===== src/rtl/clk_rst_pkg.sv =====
// Shared types and helpers for the clock/reset supervision blocks.
// Holds the tick-meter FSM state encoding and the expected-count helper.
package clk_rst_pkg;

  localparam int DEFAULT_CNT_W = 32;

  typedef enum logic [1:0] {
    ST_IDLE    = 2'd0,
    ST_ARM     = 2'd1,
    ST_MEASURE = 2'd2,
    ST_TIMEOUT = 2'd3
  } meter_state_t;

  function automatic int unsigned calc_exp_cnt(input int unsigned clk_freq,
                                               input int unsigned tick_freq);
    return clk_freq / tick_freq;
  endfunction

endpackage


===== src/rtl/tick_edge_detect.sv =====
// Rising-edge detector for tick inputs, one-cycle event output.
// Define TICK_SYNC_EN to insert a 2-flop synchronizer for asynchronous sources.
module tick_edge_detect (
  input  logic clk,
  input  logic rst_n,
  input  logic tick_in,
  output logic tick_evt
);

  logic tick_cur;
  logic tick_prev;

`ifdef TICK_SYNC_EN
  logic [1:0] sync_q;

  always_ff @(posedge clk or negedge rst_n) begin
    if (!rst_n) sync_q <= 2'b00;
    else        sync_q <= {sync_q[0], tick_in};
  end

  assign tick_cur = sync_q[1];
`else
  assign tick_cur = tick_in;
`endif

  always_ff @(posedge clk or negedge rst_n) begin
    if (!rst_n) tick_prev <= 1'b0;
    else        tick_prev <= tick_cur;
  end

  assign tick_evt = tick_cur & ~tick_prev;

endmodule


===== src/rtl/tick_period_meter.sv =====
// Measures tick spacing in clk cycles, flags range/lock, detects missing ticks.
// Optional input synchronizer in tick_edge_detect is enabled by TICK_SYNC_EN.
//
// state      | meaning
// IDLE       | disabled, outputs cleared except period
// ARM        | waiting for first tick, no reference yet
// MEASURE    | counting cycles since last tick
// TIMEOUT    | tick missing, counter frozen until next tick
module tick_period_meter
  import clk_rst_pkg::*;
#(
  parameter int unsigned CLK_FREQ      = 100_000_000,
  parameter int unsigned EXPECTED_FREQ = 1,
  parameter int unsigned TOL_CYCLES    = 16,
  parameter int unsigned LOCK_COUNT    = 3,
  parameter int          CNT_W         = DEFAULT_CNT_W
) (
  input  logic             clk,
  input  logic             rst_n,
  input  logic             enable,
  input  logic             tick_in,
  output logic [CNT_W-1:0] period,
  output logic             period_valid,
  output logic             in_range,
  output logic             locked,
  output logic             timeout
);

  localparam int unsigned      EXP_CNT_I = calc_exp_cnt(CLK_FREQ, EXPECTED_FREQ);
  localparam logic [CNT_W-1:0] EXP_CNT   = CNT_W'(EXP_CNT_I);
  localparam logic [CNT_W-1:0] TOL       = CNT_W'(TOL_CYCLES);
  localparam logic [CNT_W-1:0] TO_CNT    = EXP_CNT + TOL;
  localparam logic [3:0]       LOCK_LIM  = 4'(LOCK_COUNT);

  meter_state_t     state, state_nxt;
  logic             tick_evt;
  logic [CNT_W-1:0] cnt, cnt_inc, dev;
  logic [3:0]       lock_cnt, lock_inc;
  logic             period_ok;

  tick_edge_detect u_edge (
    .clk      (clk),
    .rst_n    (rst_n),
    .tick_in  (tick_in),
    .tick_evt (tick_evt)
  );

  always_ff @(posedge clk or negedge rst_n) begin
    if (!rst_n) state <= ST_IDLE;
    else        state <= state_nxt;
  end

  always_comb begin
    state_nxt = state;
    case (state)
      ST_IDLE:    if (enable) state_nxt = ST_ARM;
      ST_ARM:     if (tick_evt) state_nxt = ST_MEASURE;
      ST_MEASURE: if (!tick_evt && cnt == TO_CNT) state_nxt = ST_TIMEOUT;
      ST_TIMEOUT: if (tick_evt) state_nxt = ST_MEASURE;
      default:    state_nxt = ST_IDLE;
    endcase
    if (!enable) state_nxt = ST_IDLE;
  end

  // Unsigned absolute deviation avoids any signed overflow near the width limit.
  always_comb begin
    cnt_inc   = cnt + 1'b1;
    dev       = (cnt_inc >= EXP_CNT) ? (cnt_inc - EXP_CNT) : (EXP_CNT - cnt_inc);
    period_ok = (dev <= TOL);
    lock_inc  = (lock_cnt >= LOCK_LIM) ? LOCK_LIM : lock_cnt + 4'd1;
  end

  always_ff @(posedge clk or negedge rst_n) begin
    if (!rst_n) begin
      cnt          <= '0;
      period       <= '0;
      period_valid <= 1'b0;
      in_range     <= 1'b0;
      locked       <= 1'b0;
      timeout      <= 1'b0;
      lock_cnt     <= 4'd0;
    end else begin
      period_valid <= 1'b0;
      if (!enable) begin
        cnt      <= '0;
        lock_cnt <= 4'd0;
        in_range <= 1'b0;
        locked   <= 1'b0;
        timeout  <= 1'b0;
      end else begin
        case (state)
          ST_ARM: if (tick_evt) cnt <= '0;
          ST_MEASURE: begin
            if (tick_evt) begin
              period       <= cnt_inc;
              period_valid <= 1'b1;
              in_range     <= period_ok;
              cnt          <= '0;
              if (period_ok) begin
                lock_cnt <= lock_inc;
                locked   <= (lock_inc >= LOCK_LIM);
              end else begin
                lock_cnt <= 4'd0;
                locked   <= 1'b0;
              end
            end else if (cnt == TO_CNT) begin
              timeout  <= 1'b1;
              in_range <= 1'b0;
              locked   <= 1'b0;
              lock_cnt <= 4'd0;
            end else begin
              cnt <= cnt_inc;
            end
          end
          ST_TIMEOUT: begin
            if (tick_evt) begin
              timeout <= 1'b0;
              cnt     <= '0;
            end
          end
          default: ;
        endcase
      end
    end
  end

endmodule


===== config.mk =====
export PLATFORM = sky130hd
export DESIGN_NAME = tick_period_meter
export DESIGN_NICKNAME = d
export VERILOG_FILES = /design/src/rtl/clk_rst_pkg.sv /design/src/rtl/tick_edge_detect.sv /design/src/rtl/tick_period_meter.sv
export SDC_FILE = /design/constraint.sdc
export NUM_CORES = 1
export LEC_CHECK = 0
export ABC_AREA = 1
export ABC_CLOCK_PERIOD_IN_PS = 8650
export BUFFER_PORTS_ARGS = -buffer_cell sky130_fd_sc_hd__buf_2
export CORE_UTILIZATION = 55
export DETAILED_ROUTE_END_ITERATION = 8
export GPL_ROUTABILITY_DRIVEN = 1
export HOLD_SLACK_MARGIN = 0.06
export PLACE_DENSITY = 0.81
export SLEW_MARGIN = 20
export SYNTH_ARGS = -nofsm -noshare
export SYNTH_HDL_FRONTEND = slang
export SYNTH_HIERARCHICAL = 1
export SYNTH_SLANG_ARGS = --single-unit

===== constraint.sdc =====
create_clock -name clk -period 8.65 [get_ports clk]
set_clock_uncertainty 0.15 [all_clocks]
set_input_delay 1.73 -clock clk [delete_from_list [all_inputs] [get_ports clk]]
set_output_delay 1.73 -clock clk [all_outputs]
set_load 0.1 [all_outputs]

# ---- After elaboration in Yosys (flattened, before gate mapping)
# Index checks and enable logic that the tools add are counted.
# Widths: inputs -> output; s select.
dict set report totals {
  regBits 75
  latchBits 0
  ramBits 0
  romBits 0
  input_bits 4
  mem_count 0
}
dict set report classes {
  add_sub_neg 4
  mul 0
  div_mod_pow 0
  magnitude_cmp 4
  n_eq_ne 14
  shifts 0
  mux 32
  bitwise 2
  reduce_logical 9
}
# op count
set op_table {}
lappend op_table {{$mux 32} 5}
lappend op_table {{$pmux 32 s2} 1}
lappend op_table {{$add 32x1->32 const B} 1}
lappend op_table {{$eq 32x27->1 const B} 1}
lappend op_table {{$ge 32x27->1 const B} 1}
lappend op_table {{$le 32x5->1 const B} 1}
lappend op_table {{$sub 27x32->32 const A} 1}
lappend op_table {{$sub 32x27->32 const B} 1}
lappend op_table {{$mux 4} 6}
lappend op_table {{$mux 1} 15}
lappend op_table {{$ne 3x3->1 const B} 4}
lappend op_table {{$ge 4x2->1 const B} 2}
lappend op_table {{$mux 2} 3}
lappend op_table {{$ne 3x1->1 const B} 2}
lappend op_table {{$ne 3x2->1 const B} 2}
lappend op_table {{$pmux 2 s3} 1}
lappend op_table {{$reduce_and 3->1} 2}
lappend op_table {{$add 4x1->4 const B} 1}
lappend op_table {{$eq 2x2->1 const B} 2}
lappend op_table {{$ne 4x4->1 const B} 1}
lappend op_table {{$reduce_and 2->1} 2}
lappend op_table {{$reduce_and 4->1} 1}
lappend op_table {{$eq 2x1->1 const B} 1}
lappend op_table {{$logic_not 2->1} 1}
lappend op_table {{other kinds (7)} 7}

# ---- Logic depth before layout (Yosys ltp)
dict set report depth {
  ltp_word 8
  depth_mapped 27
  ltp_nobuf 26
}

# ---- Hierarchy
# The synthesis kept the hierarchy.
# mod instances cells_each area_each_um2 seq_area_each_um2
set modules_own_cells {}
lappend modules_own_cells {tick_period_meter 1 945 6087.1 1851.8}
lappend modules_own_cells {tick_edge_detect 1 3 35.0 25.0}

# ---- Worst setup path before layout
# Ideal clock, no wire load.
dict set report synth_path {
  path_kind {reg2reg}
  from {register cnt[0]}
  to {register locked}
  setup_ps 68
  arrival_time_ps 2927
  required_ps 8432
  slack_ps 5505
  path_stages_with_launch 26
  period_less_slack_ps 3145
  path_cell_list {dfrtp_1 -> ha_1 -> nand2_1 -> nor2_4 -> nand2_4 -> nand2_1 -> nand2_1 -> inv_1 -> ha_1 -> nand3_1 -> nor2_1 -> nand3_1 -> nand2_2 -> nand2_1 -> nor2_4 -> nor2_4 -> buf_6 -> nand2_1 -> nand2_1 -> nor2_1 -> nand2_1 -> nor2_2 -> nand3_2 -> nor2_4 -> nand3_1 -> nand2_1}
}
dict set report synth_between {
  elab_chain_len 8
}
# item line
set synth_lines {}
lappend synth_lines {{from (decl)} tick_period_meter.sv:37} ;# logic [CNT_W-1:0] cnt, cnt_inc, dev;
lappend synth_lines {{from (signal assigned)} tick_period_meter.sv:112} ;# cnt <= cnt_inc;
lappend synth_lines {{$add 32x1->32 (*)} tick_period_meter.sv:67} ;# cnt_inc = cnt + 1'b1;
lappend synth_lines {{named net cnt_inc[8]} tick_period_meter.sv:37}
lappend synth_lines {{$sub 27x32->32, or another cell as far along} tick_period_meter.sv:68} ;# dev = (cnt_inc >= EXP_CNT) ? (cnt_inc - EXP_CNT) : (EXP_CNT - cnt_inc);
lappend synth_lines {{$mux 32 (*)} tick_period_meter.sv:68}
lappend synth_lines {{$le 32x5->1 (*)} tick_period_meter.sv:69} ;# period_ok = (dev <= TOL);
lappend synth_lines {{$mux 1 (*)} tick_period_meter.sv:99} ;# if (period_ok) begin
lappend synth_lines {{$mux 1 (*)} tick_period_meter.sv:94} ;# if (tick_evt) begin
lappend synth_lines {{$mux 1 (*)} tick_period_meter.sv:91} ;# case (state)
lappend synth_lines {{$mux 1 (*)} tick_period_meter.sv:84} ;# if (!enable) begin
lappend synth_lines {{to (signal assigned)} tick_period_meter.sv:101} ;# locked <= (lock_inc >= LOCK_LIM);
lappend synth_lines {{to (decl)} tick_period_meter.sv:25} ;# output logic locked,
# The timed path passes the listed nets; every way through them passes the cells marked *. The select of a mux whose other input is x is not followed.
# A chain may end at the register's enable or synchronous reset.

# ---- Worst setup path after layout
# Same ends and word-level chain as after synthesis.

==> metrics.md <==
| Metric | Value |
|---|---|
| Die height | 108 µm |
| Register-to-Register Setup Slack | ~4.7 ns |
| Critical Path RT | 8.82 ns |
| Syn Area/Cell | 6.46 µm² |
| Largest net degree at the start of global routing | 76 |
| CP Launch Type | register |
| Total length of routed wires | approximately 19000 µm |
| CTS sink cnt | 75 |
| Min-delay src | period[17] |
| IO Pins | 40 |
| Commonest cells after routing, fill and taps aside | nand2_1, nor2_1, inv_1 |
| Clk pin slew, worst setup/hold paths | approximately 0.08 ns |
| Min Clock Period, post-route | roughly 3.9 ns |
| Design area | 6620 µm² |
| Maxcap violations | 0 |
| Clock Tree Root | clkbuf_8 |
| Syn Nets | roughly 960 |
| Cts hold-fix bufs | 0 |
| # Post-CTS Setup Buffers | 0 |
| Global-route wire length before repair | 30300 µm |
| GP Congestion | 1.05 |
| Syn Inst Count | 948 |
| Register area share after synthesis | 0.307 |
| CP endpoint kind | register |
| Final Hold Fails | 0 |
| Initial detailed-routing violation count | roughly 620 |
| Routed Antenna Nets | 0 |
| Core Area | roughly 11000 µm² |
| Mapped cell area | ~6100 µm² |
| Synth Warn # | 6 |
| M2 GR Usage | 0.552 |
| Least-Margin Pin Slew | around 1.1 ns |
| Port buffer count | 39 |
| Clock latency on the worst-skew pair | between 0.3 and 0.4 ns |
| RR Startpoint | cnt[0] |
| Switching pwr | around 0.00035 W |
| Critical path arrival | approximately 4.1 ns |
| Yosys reg bits | between 70 and 80 |
| Busiest grt layer | met2 |
| Post-DP HPWL | between 10000 and 15000 µm |
| CTS max path bufs | 2 |
| Internal power | between 0.0005 and 0.0006 W |
| Placed instance area | around 6400 µm² |
| FMAX | ~0.25 GHz |
| Cell Pwr Density | roughly 140 nW/µm² |
| Clock power frac | 0.343 |
| Hold crit path type | reg2reg |
| Fin. max-slew vios | 0 |
| Detailed-route via count | approximately 6400 |
| DRC viols | 0 |
| H-tree Lvls | 3 |
| Initial antenna violation count | 0 |
| Met3 Use GR | 0.0775 |
| Grt total ovfl | 0 |
| Drt pass-1 iters | 6 |
| Vias per std cell | around 5.7 |
| Max IR drop VDD | approximately 110 µV |
| Initial core utilization | 0.565 |
| Relative slew slack | 0.239 |
| Setup total negative slack | 0 ns |
| Most common cell after layout, fill and taps aside | nand2_1 |
| LEAKAGE | ~3.3 nW |
| TritonCTS clock tree | built |
| Yosys cell types | 39 |
| Die Area | approximately 12000 µm² |
| Outcome | finished clean |
| Post-CTS sizing | 0 |
| Setup violators final | 0 |
| Sw frac | 0.384 |
| CP max FO | 22 |
| Final Net Count | ~990 |
| Fin crit share | 0.455 |
| Avg WL per Cell | 16.7 µm |
| TritonCTS Buffers | 9 |
| Row count | 38 |
| Die Wd | 108 µm |
| Layout cells sized above 1 | 0.157 |
| Start point of the critical path | cnt[0] |
| RSZ-0062 raised after global routing | no |
| Met1 Use GR | 0.435 |
| Power share of the combinational group | 0.237 |
| Ant. Diodes | 0 |
| Vias in the first global route | 5969 |
| Tot Pwr | 0.000914 W |
| GRT Util Overall | 0.344 |
| Area growth syn-to-layout | 8.05% |
| Flop pwr share | 0.420 |
| Crit path kind | reg2reg |
[state kept, by name, summed over array words and instances, names as in the netlist]
register,flops
cnt,32
period,32
lock_cnt,4
state,2
in_range,1
locked,1
period_valid,1
timeout,1
u_edge/tick_prev,1
[layer usage]
| metal | up-vias | part of all wire |
|---|---|---|
| li1 | 3124 | - |
| met1 | 2932 | 0.41 |
| met2 | 312 | 0.45 |
| met3 | 74 | 0.085 |
| met4 | 0 | 0.052 |
| met5 | - | 0 |
[cell families after synthesis]
logic type      after synthesis  share of synthesized area
fa+ha+maj                     6                     0.0123
compound gates              104                     0.0956
xor+xnor                      8                     0.0114
flops                        75                      0.307
simple gates                634                      0.494
buf+inv                     121                     0.0805
[power by group through the flow]
stage | Combinational (W) | Sequential (W) | Clock, W
final | 0.000217 | 0.000383 | 0.000314
after global routing | 0.000226 | 0.000386 | 0.000332
after CTS | 0.000217 | 0.000383 | 0.000314
after detailed placement | 0.000217 | 0.000390 | 0
after global placement | 0.000216 | 0.000389 | 0
after floorplan | 0.0000329 | 0.000534 | 0
[through the flow]
| step | utilization | hold WS (ns) | instances | worst slack, ns |
|---|---|---|---|---|
| final | 0.610 | 0.333 | 1126 | 4.72 |
| after CTS | 0.610 | 0.337 | 1126 | 4.81 |
| after global routing | 0.610 | 0.364 | 1126 | 4.36 |
| after detailed placement | 0.590 | 0.318 | 1110 | 4.68 |
| after global placement | 0.590 | 0.312 | 1110 | 4.72 |
| after floorplan | - | 0.303 | 948 | 5.51 |
[cells in the mapped netlist (all sizes together)]
library cell | number | area (µm²)
o31ai | 1 | 7.51
and3 | 1 | 6.26
a21oi | 19 | 106
nand4 | 14 | 87.6
nor3 | 6 | 35.0
nand2 | 377 | 1600
ha | 6 | 75.1
clkbuf | 13 | 48.8
nand3 | 89 | 478
o21bai | 2 | 15.0
buf | 4 | 50.1
dfrtp | 75 | 1880
nor4 | 3 | 18.8
nand3b | 3 | 22.5
xnor2 | 4 | 35.0
o21ai | 48 | 240
nor2 | 141 | 777
o211ai | 2 | 15.0
o21a | 1 | 7.51
xor2 | 4 | 35.0
clkinv | 3 | 12.5
o22ai | 31 | 194
inv | 101 | 382
[worst paths after layout]
path	to	depth (start not counted)
setup / recovery	locked	22
hold / removal	period[17]	2
setup reg to reg	locked	22
hold reg to reg	period[17]	2
max in group asynchronous	cnt[10]	1
min in group asynchronous	lock_cnt[2]	1
[critical path, stage by stage (launching register included)]
cell and delay (ns):
dfrtp_1 0.48, ha_1 0.35, nand2_1 0.15, nor2_4 0.25, nand2_4 0.10, nand2_1 0.08
nand2_1 0.17, inv_1 0.22, ha_1 0.18, nand3_1 0.09, nor2_1 0.14, nand3_1 0.11
nand2_2 0.11, nand3_4 0.14, nand2_4 0.29, o211ai_1 0.16, nand2_1 0.13, nand2_1 0.07
nor2_1 0.11, nand3_2 0.11, nor2_4 0.13, nand3_1 0.08, nand2_1 0.06
[area by class of cell]
cell class	instances	area [µm²]
Sequential cell	75	1880
Timing Repair Buffer	39	198
Inverter	104	394
Fill cell	1071	4230
Clock buffer	11	131
Tap cell	140	175
Clock inverter	5	85.1
Multi-Input combinational cell	752	3750
No activity file was read; power rests on OpenSTA's default activity.
